==> src/rtl/rc4_ctrl_pkg.sv <==
// -----------------------------------------------------------------------------
// rc4_ctrl_pkg
// Shared definitions for the RC4 stream controller: session FSM encoding,
// default parameter values and a small key-length range helper.
// -----------------------------------------------------------------------------
package rc4_ctrl_pkg;

  localparam int KEY_MAX_DEFAULT     = 16;
  localparam int KSA_TIMEOUT_DEFAULT = 1024;

  typedef enum logic [2:0] {
    ST_IDLE     = 3'd0,
    ST_LOAD_KEY = 3'd1,
    ST_KSA_WAIT = 3'd2,
    ST_STREAM   = 3'd3,
    ST_FINISH   = 3'd4
  } rc4_state_e;

  // A key length is usable when it names at least one byte and fits the buffer.
  function automatic logic key_len_in_range(input int unsigned len,
                                            input int unsigned max_len);
    return (len >= 32'd1) && (len <= max_len);
  endfunction

endpackage

==> src/rtl/rc4_key_buf.sv <==
// -----------------------------------------------------------------------------
// rc4_key_buf
// Byte-wide key storage with one write port and an asynchronous read mux.
// Contents are deliberately not reset so a key survives a controller reset.
//
// Ports:
//   clk    in   clock
//   we     in   write enable (gated to IDLE by the controller)
//   waddr  in   write address
//   wdata  in   write byte
//   raddr  in   read address
//   rdata  out  byte at raddr
// -----------------------------------------------------------------------------
module rc4_key_buf
  import rc4_ctrl_pkg::*;
#(
  parameter  int DEPTH   = KEY_MAX_DEFAULT,
  localparam int AW      = (DEPTH > 1) ? $clog2(DEPTH) : 1,
  localparam int ENTRIES = 1 << AW
) (
  input  logic          clk,
  input  logic          we,
  input  logic [AW-1:0] waddr,
  input  logic [7:0]    wdata,
  input  logic [AW-1:0] raddr,
  output logic [7:0]    rdata
);

  // Full power-of-two array: out-of-range writes land in entries never read.
  logic [7:0] mem_r [ENTRIES];

  // Key byte write port, no reset on storage
  always_ff @(posedge clk) begin
    if (we) begin
      mem_r[waddr] <= wdata;
    end
  end

  assign rdata = mem_r[raddr];

endmodule

==> src/rtl/rc4_stream_ctrl.sv <==
// -----------------------------------------------------------------------------
// rc4_stream_ctrl
// Session controller around an external RC4 core: loads the key into the
// core, waits for the key schedule, then XORs plaintext with keystream.
//
// Ports:
//   wb_clk_i / wb_rst_i             clock, synchronous active-high reset
//   key_we/key_addr/key_data        host key-byte writes (IDLE only)
//   key_len, msg_len, start         session setup, sampled on start
//   din_valid/din_ready/din         plaintext stream in
//   dout_valid/dout_ready/dout      ciphertext stream out
//   core_key_valid/last/byte/ready  key feed to the RC4 core
//   core_init, core_init_done       key-schedule start / completion pulses
//   core_ks_valid/byte/ready        keystream from the core
//   busy, done, err                 status
// -----------------------------------------------------------------------------
module rc4_stream_ctrl
  import rc4_ctrl_pkg::*;
#(
  parameter  int KEY_MAX     = KEY_MAX_DEFAULT,
  parameter  int KSA_TIMEOUT = KSA_TIMEOUT_DEFAULT,
  localparam int KAW         = (KEY_MAX > 1) ? $clog2(KEY_MAX) : 1,
  localparam int KLW         = $clog2(KEY_MAX) + 1
) (
  input  logic           wb_clk_i,
  input  logic           wb_rst_i,
  input  logic           key_we,
  input  logic [KAW-1:0] key_addr,
  input  logic [7:0]     key_data,
  input  logic [KLW-1:0] key_len,
  input  logic [15:0]    msg_len,
  input  logic           start,
  input  logic           din_valid,
  output logic           din_ready,
  input  logic [7:0]     din,
  output logic           dout_valid,
  input  logic           dout_ready,
  output logic [7:0]     dout,
  output logic           core_key_valid,
  output logic           core_key_last,
  output logic [7:0]     core_key_byte,
  input  logic           core_key_ready,
  output logic           core_init,
  input  logic           core_init_done,
  input  logic           core_ks_valid,
  input  logic [7:0]     core_ks_byte,
  output logic           core_ks_ready,
  output logic           busy,
  output logic           done,
  output logic           err
);

  localparam int TW = $clog2(KSA_TIMEOUT + 1);

  rc4_state_e     state_r;
  logic [KAW-1:0] idx_r;
  logic [KLW-1:0] key_len_r;
  logic [15:0]    rem_r;
  logic [TW-1:0]  ksa_cnt_r;

  logic           core_key_valid_r;
  logic           core_key_last_r;
  logic [7:0]     core_key_byte_r;
  logic           core_init_r;
  logic           dout_valid_r;
  logic [7:0]     dout_r;
  logic           busy_r;
  logic           done_r;
  logic           err_r;

  logic           key_hs_s;
  logic           take_s;
  logic           buf_we_s;
  logic [KAW-1:0] rd_addr_s;
  logic [7:0]     rd_data_s;

  assign key_hs_s = core_key_valid_r & core_key_ready;
  assign buf_we_s = key_we & (state_r == ST_IDLE);

  // Look one byte ahead on a key handshake so core_key_byte can be registered
  always_comb begin
    rd_addr_s = idx_r;
    if ((state_r == ST_LOAD_KEY) && key_hs_s) begin
      rd_addr_s = idx_r + {{(KAW-1){1'b0}}, 1'b1};
    end else begin
      rd_addr_s = idx_r;
    end
  end

  // A byte moves only when plaintext, keystream and output space are all present
  always_comb begin
    take_s = 1'b0;
    if (state_r == ST_STREAM) begin
      take_s = din_valid & core_ks_valid & (~dout_valid_r | dout_ready);
    end else begin
      take_s = 1'b0;
    end
  end

  rc4_key_buf #(
    .DEPTH (KEY_MAX)
  ) u_key_buf (
    .clk   (wb_clk_i),
    .we    (buf_we_s),
    .waddr (key_addr),
    .wdata (key_data),
    .raddr (rd_addr_s),
    .rdata (rd_data_s)
  );

  // Session FSM with all registered outputs
  always_ff @(posedge wb_clk_i) begin
    if (wb_rst_i) begin
      state_r          <= ST_IDLE;
      idx_r            <= '0;
      key_len_r        <= '0;
      rem_r            <= 16'd0;
      ksa_cnt_r        <= '0;
      core_key_valid_r <= 1'b0;
      core_key_last_r  <= 1'b0;
      core_key_byte_r  <= 8'h00;
      core_init_r      <= 1'b0;
      dout_valid_r     <= 1'b0;
      dout_r           <= 8'h00;
      busy_r           <= 1'b0;
      done_r           <= 1'b0;
      err_r            <= 1'b0;
    end else begin
      done_r      <= 1'b0;
      core_init_r <= 1'b0;

      // Output register: a take overwrites, otherwise an accept drains it
      if (take_s) begin
        dout_r       <= din ^ core_ks_byte;
        dout_valid_r <= 1'b1;
      end else if (dout_valid_r && dout_ready) begin
        dout_valid_r <= 1'b0;
      end

      case (state_r)
        ST_IDLE: begin
          if (start) begin
            if (key_len_in_range(32'(key_len), 32'(KEY_MAX))) begin
              key_len_r        <= key_len;
              rem_r            <= msg_len;
              err_r            <= 1'b0;
              busy_r           <= 1'b1;
              idx_r            <= '0;
              core_key_valid_r <= 1'b1;
              core_key_byte_r  <= rd_data_s;
              core_key_last_r  <= (key_len == KLW'(1));
              state_r          <= ST_LOAD_KEY;
            end else begin
              err_r <= 1'b1;
            end
          end
        end

        ST_LOAD_KEY: begin
          if (key_hs_s) begin
            if (KLW'(idx_r) == (key_len_r - KLW'(1))) begin
              core_key_valid_r <= 1'b0;
              core_key_last_r  <= 1'b0;
              core_init_r      <= 1'b1;
              ksa_cnt_r        <= '0;
              idx_r            <= '0;
              state_r          <= ST_KSA_WAIT;
            end else begin
              idx_r           <= rd_addr_s;
              core_key_byte_r <= rd_data_s;
              core_key_last_r <= ((KLW'(idx_r) + KLW'(2)) == key_len_r);
            end
          end
        end

        ST_KSA_WAIT: begin
          if (core_init_done) begin
            ksa_cnt_r <= '0;
            if (rem_r == 16'd0) begin
              state_r <= ST_FINISH;
            end else begin
              state_r <= ST_STREAM;
            end
          end else if (ksa_cnt_r == TW'(KSA_TIMEOUT - 1)) begin
            ksa_cnt_r <= '0;
            err_r     <= 1'b1;
            busy_r    <= 1'b0;
            state_r   <= ST_IDLE;
          end else begin
            ksa_cnt_r <= ksa_cnt_r + TW'(1);
          end
        end

        ST_STREAM: begin
          if (take_s) begin
            rem_r <= rem_r - 16'd1;
            if (rem_r == 16'd1) begin
              state_r <= ST_FINISH;
            end
          end
        end

        ST_FINISH: begin
          // Done only once the last ciphertext byte has left the register
          if (!dout_valid_r || dout_ready) begin
            done_r  <= 1'b1;
            busy_r  <= 1'b0;
            state_r <= ST_IDLE;
          end
        end

        default: begin
          state_r          <= ST_IDLE;
          busy_r           <= 1'b0;
          core_key_valid_r <= 1'b0;
        end
      endcase
    end
  end

  assign din_ready      = take_s;
  assign core_ks_ready  = take_s;
  assign dout_valid     = dout_valid_r;
  assign dout           = dout_r;
  assign core_key_valid = core_key_valid_r;
  assign core_key_last  = core_key_last_r;
  assign core_key_byte  = core_key_byte_r;
  assign core_init      = core_init_r;
  assign busy           = busy_r;
  assign done           = done_r;
  assign err            = err_r;

endmodule
==> config.mk <==
export PLATFORM = sky130hd
export DESIGN_NAME = rc4_stream_ctrl
export DESIGN_NICKNAME = d
export VERILOG_FILES = /design/src/rtl/rc4_ctrl_pkg.sv /design/src/rtl/rc4_key_buf.sv /design/src/rtl/rc4_stream_ctrl.sv
export SDC_FILE = /design/constraint.sdc
export NUM_CORES = 1
export LEC_CHECK = 0
export BUFFER_PORTS_ARGS = -buffer_cell sky130_fd_sc_hd__buf_4
export CAP_MARGIN = 30
export CELL_PAD_IN_SITES_DETAIL_PLACEMENT = 2
export CELL_PAD_IN_SITES_GLOBAL_PLACEMENT = 2
export CORE_ASPECT_RATIO = 0.7
export CORE_MARGIN = 4
export CORE_UTILIZATION = 43
export DETAILED_ROUTE_END_ITERATION = 12
export PLACE_DENSITY_LB_ADDON = 0.1
export SLEW_MARGIN = 20
export SYNTH_ARGS = -nofsm -noshare
export SYNTH_HDL_FRONTEND = slang
export SYNTH_SLANG_ARGS = --single-unit
==> constraint.sdc <==
create_clock -name wb_clk_i -period 3.6 [get_ports wb_clk_i]
set_input_delay 0.36 -clock wb_clk_i [delete_from_list [all_inputs] [get_ports wb_clk_i]]
set_output_delay 0.36 -clock wb_clk_i [all_outputs]
set_load 0.01 [all_outputs]
==> results.json <==
{
  "cts_setup_buffers": 0,
  "syn_area_sq_mm": 0.00877,
  "place.port_buffers": 82,
  "r2r_cells": 8,
  "finalSetupViolCount": 0,
  "viasPerCell": 6.18,
  "holdPathEnd": "key_len_r[0]",
  "grt_pass1_wl_microns": 48600,
  "core_area_sq_mm": 0.0199,
  "ys.flop_type": "edfxtp_1",
  "post_cts_resized": 0,
  "grt_pass1_vias": 7676,
  "outcome": "finished clean",
  "finalClockSkew_ns": 0.00981,
  "nets": 928,
  "p_leak_nw": 3.65,
  "synth.distinct_cells": 68,
  "antenna_found_initial": 0,
  "dpl.hpwl_microns": 21300,
  "dieArea_sq_mm": 0.0228,
  "drv_slew": 0,
  "hold_violations": 0,
  "fp-row-count": 43,
  "max_cap_violations": 0,
  "ios": 83,
  "fmax_mhz": 314,
  "worstPathMaxFanout": 10,
  "synth_seq_cells": 190,
  "r2r-end": "ksa_cnt_r[0]",
  "clk_path_buf_depth": 2,
  "fill_cells": 1977,
  "hold_start": "key_len[0]",
  "period_needed_ns": 3.19,
  "drive_gt1_share_pct": 21.6,
  "root_buffer": "clkbuf_16",
  "area_growth_pct": 19.1,
  "final_cells": 1146,
  "num_antenna_cells": 0,
  "r2r_setup_slack_ns": 0.41,
  "r2r-start": "key_len_r[0]",
  "end_kind": "flop",
  "min_period_over_period_pct": 88.6,
  "die-width_microns": 179,
  "start_kind": "flop",
  "wl_microns": 31900,
  "cts.sinks": 190,
  "min_path_type": "input pin to flop",
  "rsz0062_at_grt": "no",
  "vdd_drop_max_v": 0.000267,
  "yosysWarningCount": 0,
  "maxSlewHeadroom_pct": 33.5,
  "powerDensity_mw_per_mm2": 576,
  "async_flop_share_pct": 0,
  "finalSetupTns_ns": 0,
  "cp.arrival_ns": 3.53,
  "initial_core_util_pct": 44.0,
  "syn_inst": 769,
  "routedWlPerCell_microns": 27.8,
  "syn_nets": 834,
  "drt_first_pass_iters": 5,
  "htree_levels": 4,
  "crit_required_ns": 3.94,
  "place_congestion": 0.834,
  "crit_type": "flop to flop",
  "syn_area_per_cell_sq_um": 11.4,
  "synth_edf_count": 128,
  "clk_latency_ns": 0.45,
  "synth_seq_area_share_pct": 58.0,
  "ctsHoldBuffers": 0,
  "grt_max_degree": 53,
  "drc": 0,
  "worst_pin_slew_ns": 0.972,
  "drt_iter0_drc": 570,
  "place_inst": 1113,
  "vias": 7088,
  "path_clk_slew_ns": 0.08,
  "grt-ovfl-total": 0,
  "cts-buffers-inserted": 17,
  "dieHeight_microns": 127,
  "track_usage_pct": 28.7,
  "hold_depth": 3,
  "total_power_w": 0.00601,
  "postRouteAntennaNets": 0,
  "cts_tree": "built"
}
-- critical path, stage by stage, from the launching register on --
cell	delay [ns]
dfxtp_1	0.41
inv_1	0.07
ha_1	0.24
nand2b_1	0.15
a211oi_1	0.36
o2111ai_2	0.50
a21oi_1	0.84
a21o_1	0.38
nor2_1	0.11
-- area by class of cell --
type / instances / area [sq um] / area share, %
multi-input combinational: 521 / 3440 / 33.0
inverter: 15 / 56.3 / 0.539
clock buffer: 17 / 425 / 4.08
clock inverter: 15 / 198 / 1.89
tap: 270 / 338 / 3.24
sequential: 190 / 5080 / 48.7
timing repair buffer: 118 / 893 / 8.56
-- logic make-up after synthesis --
group,count (synthesis),synth area share [%]
XOR/XNOR,26,2.68
AO/OA/AOI/OAI,180,14.0
AND/OR/NAND/NOR,274,15.2
multiplexers,34,6.29
flip-flops,190,58.0
buffers and inverters,58,2.80
adder cells (fa/ha/maj),7,0.999
-- layer usage --
| layer | global-route usage (%) | up-vias | share of wire, % |
|---|---|---|---|
| li1 | - | 3101 | - |
| met1 | 38.2 | 3655 | 43 |
| met2 | 47.3 | 278 | 48 |
| met3 | 6.30 | 52 | 6.8 |
| met4 | 8.30 | 2 | 1.8 |
| met5 | 2.85 | - | 0.26 |
-- report_power, final --
| part | total, W | switching, W | internal (W) |
|---|---|---|---|
| Combinational | 0.00142 | 0.000942 | 0.000474 |
| Clock | 0.00200 | 0.00104 | 0.000961 |
| Sequential | 0.00259 | 0.000128 | 0.00246 |
-- sequential cells by signal (all words and copies together), names as in the netlist --
signal	flops
core_init	1
done	1
u_key_buf.mem_r	128
key_len_r	5
rem_r	16
core_key_byte	8
busy	1
state_r	3
dout_valid	1
err	1
ksa_cnt_r	11
dout	8
core_key_last	1
idx_r	4
core_key_valid	1
-- how the worst max path moves through the flow --
stage                   startpoint                     to  slack (ns)  cells past startpoint
floorplan               state_r[1]  u_key_buf.mem_r[0][0]        1.20                      5
global placement    core_key_ready       core_key_byte[2]        0.73                      7
detailed placement  core_key_ready       core_key_byte[0]        0.57                      8
CTS                   key_len_r[1]           ksa_cnt_r[7]        0.48                      8
global route          key_len_r[0]           ksa_cnt_r[0]        0.30                      8
finish                key_len_r[0]           ksa_cnt_r[0]        0.41                      8
-- cell usage after synthesis (9+ instances only) --
library cell	instances	area share (%)
a21oi_1	32	1.8
nand2_1	80	3.4
dfxtp_1	62	14
nand3_1	34	1.9
xnor2_1	19	1.9
nand2b_1	24	1.7
edfxtp_1	128	44
a211oi_1	26	2.2
inv_1	15	0.64
o2111ai_1	11	1.1
nor2_1	70	3.0
mux2_2	9	1.2
clkbuf_1	31	1.3
nor3_1	18	1.0
mux2i_1	9	1.0
a22oi_1	11	0.94
mux4_2	16	4.1
a32oi_1	9	0.90
o211ai_1	9	0.77
o21ai_0	38	2.2
-- cells in the final DEF, fill, tap and decap left out, types with 4 or more instances in the layout --
cell type,n
a2111oi_0,4
a211oi_1,26
a21o_1,4
a21oi_1,32
a221oi_1,5
a22oi_1,11
a31oi_1,6
a32oi_1,9
and2_1,5
and3_1,5
buf_4,116
clkbuf_16,17
clkinv_8,5
dfxtp_1,62
edfxtp_1,128
ha_1,7
inv_1,15
mux2_2,9
mux2i_1,9
mux4_2,16
nand2_1,80
nand2b_1,24
nand3_1,34
nor2_1,70
nor2b_1,4
nor3_1,18
nor4_1,6
o2111ai_1,11
o211ai_1,9
o21ai_0,38
o21ai_1,4
or3_1,7
xnor2_1,19
xor2_1,6
-- through the flow --
stage               hold slack (ns)  area [sq um]  util (%)  setup slack, ns
global route                  0.176         10400      52.4            0.304
detailed placement            0.482          9810      49.3            0.574
global placement              0.449          9790      49.2            0.731
floorplan                     0.435          8770         -             1.20
CTS                           0.157         10400      52.4            0.478
finish                        0.172         10400      52.4            0.411
No activity file was read; power rests on OpenSTA's default activity.
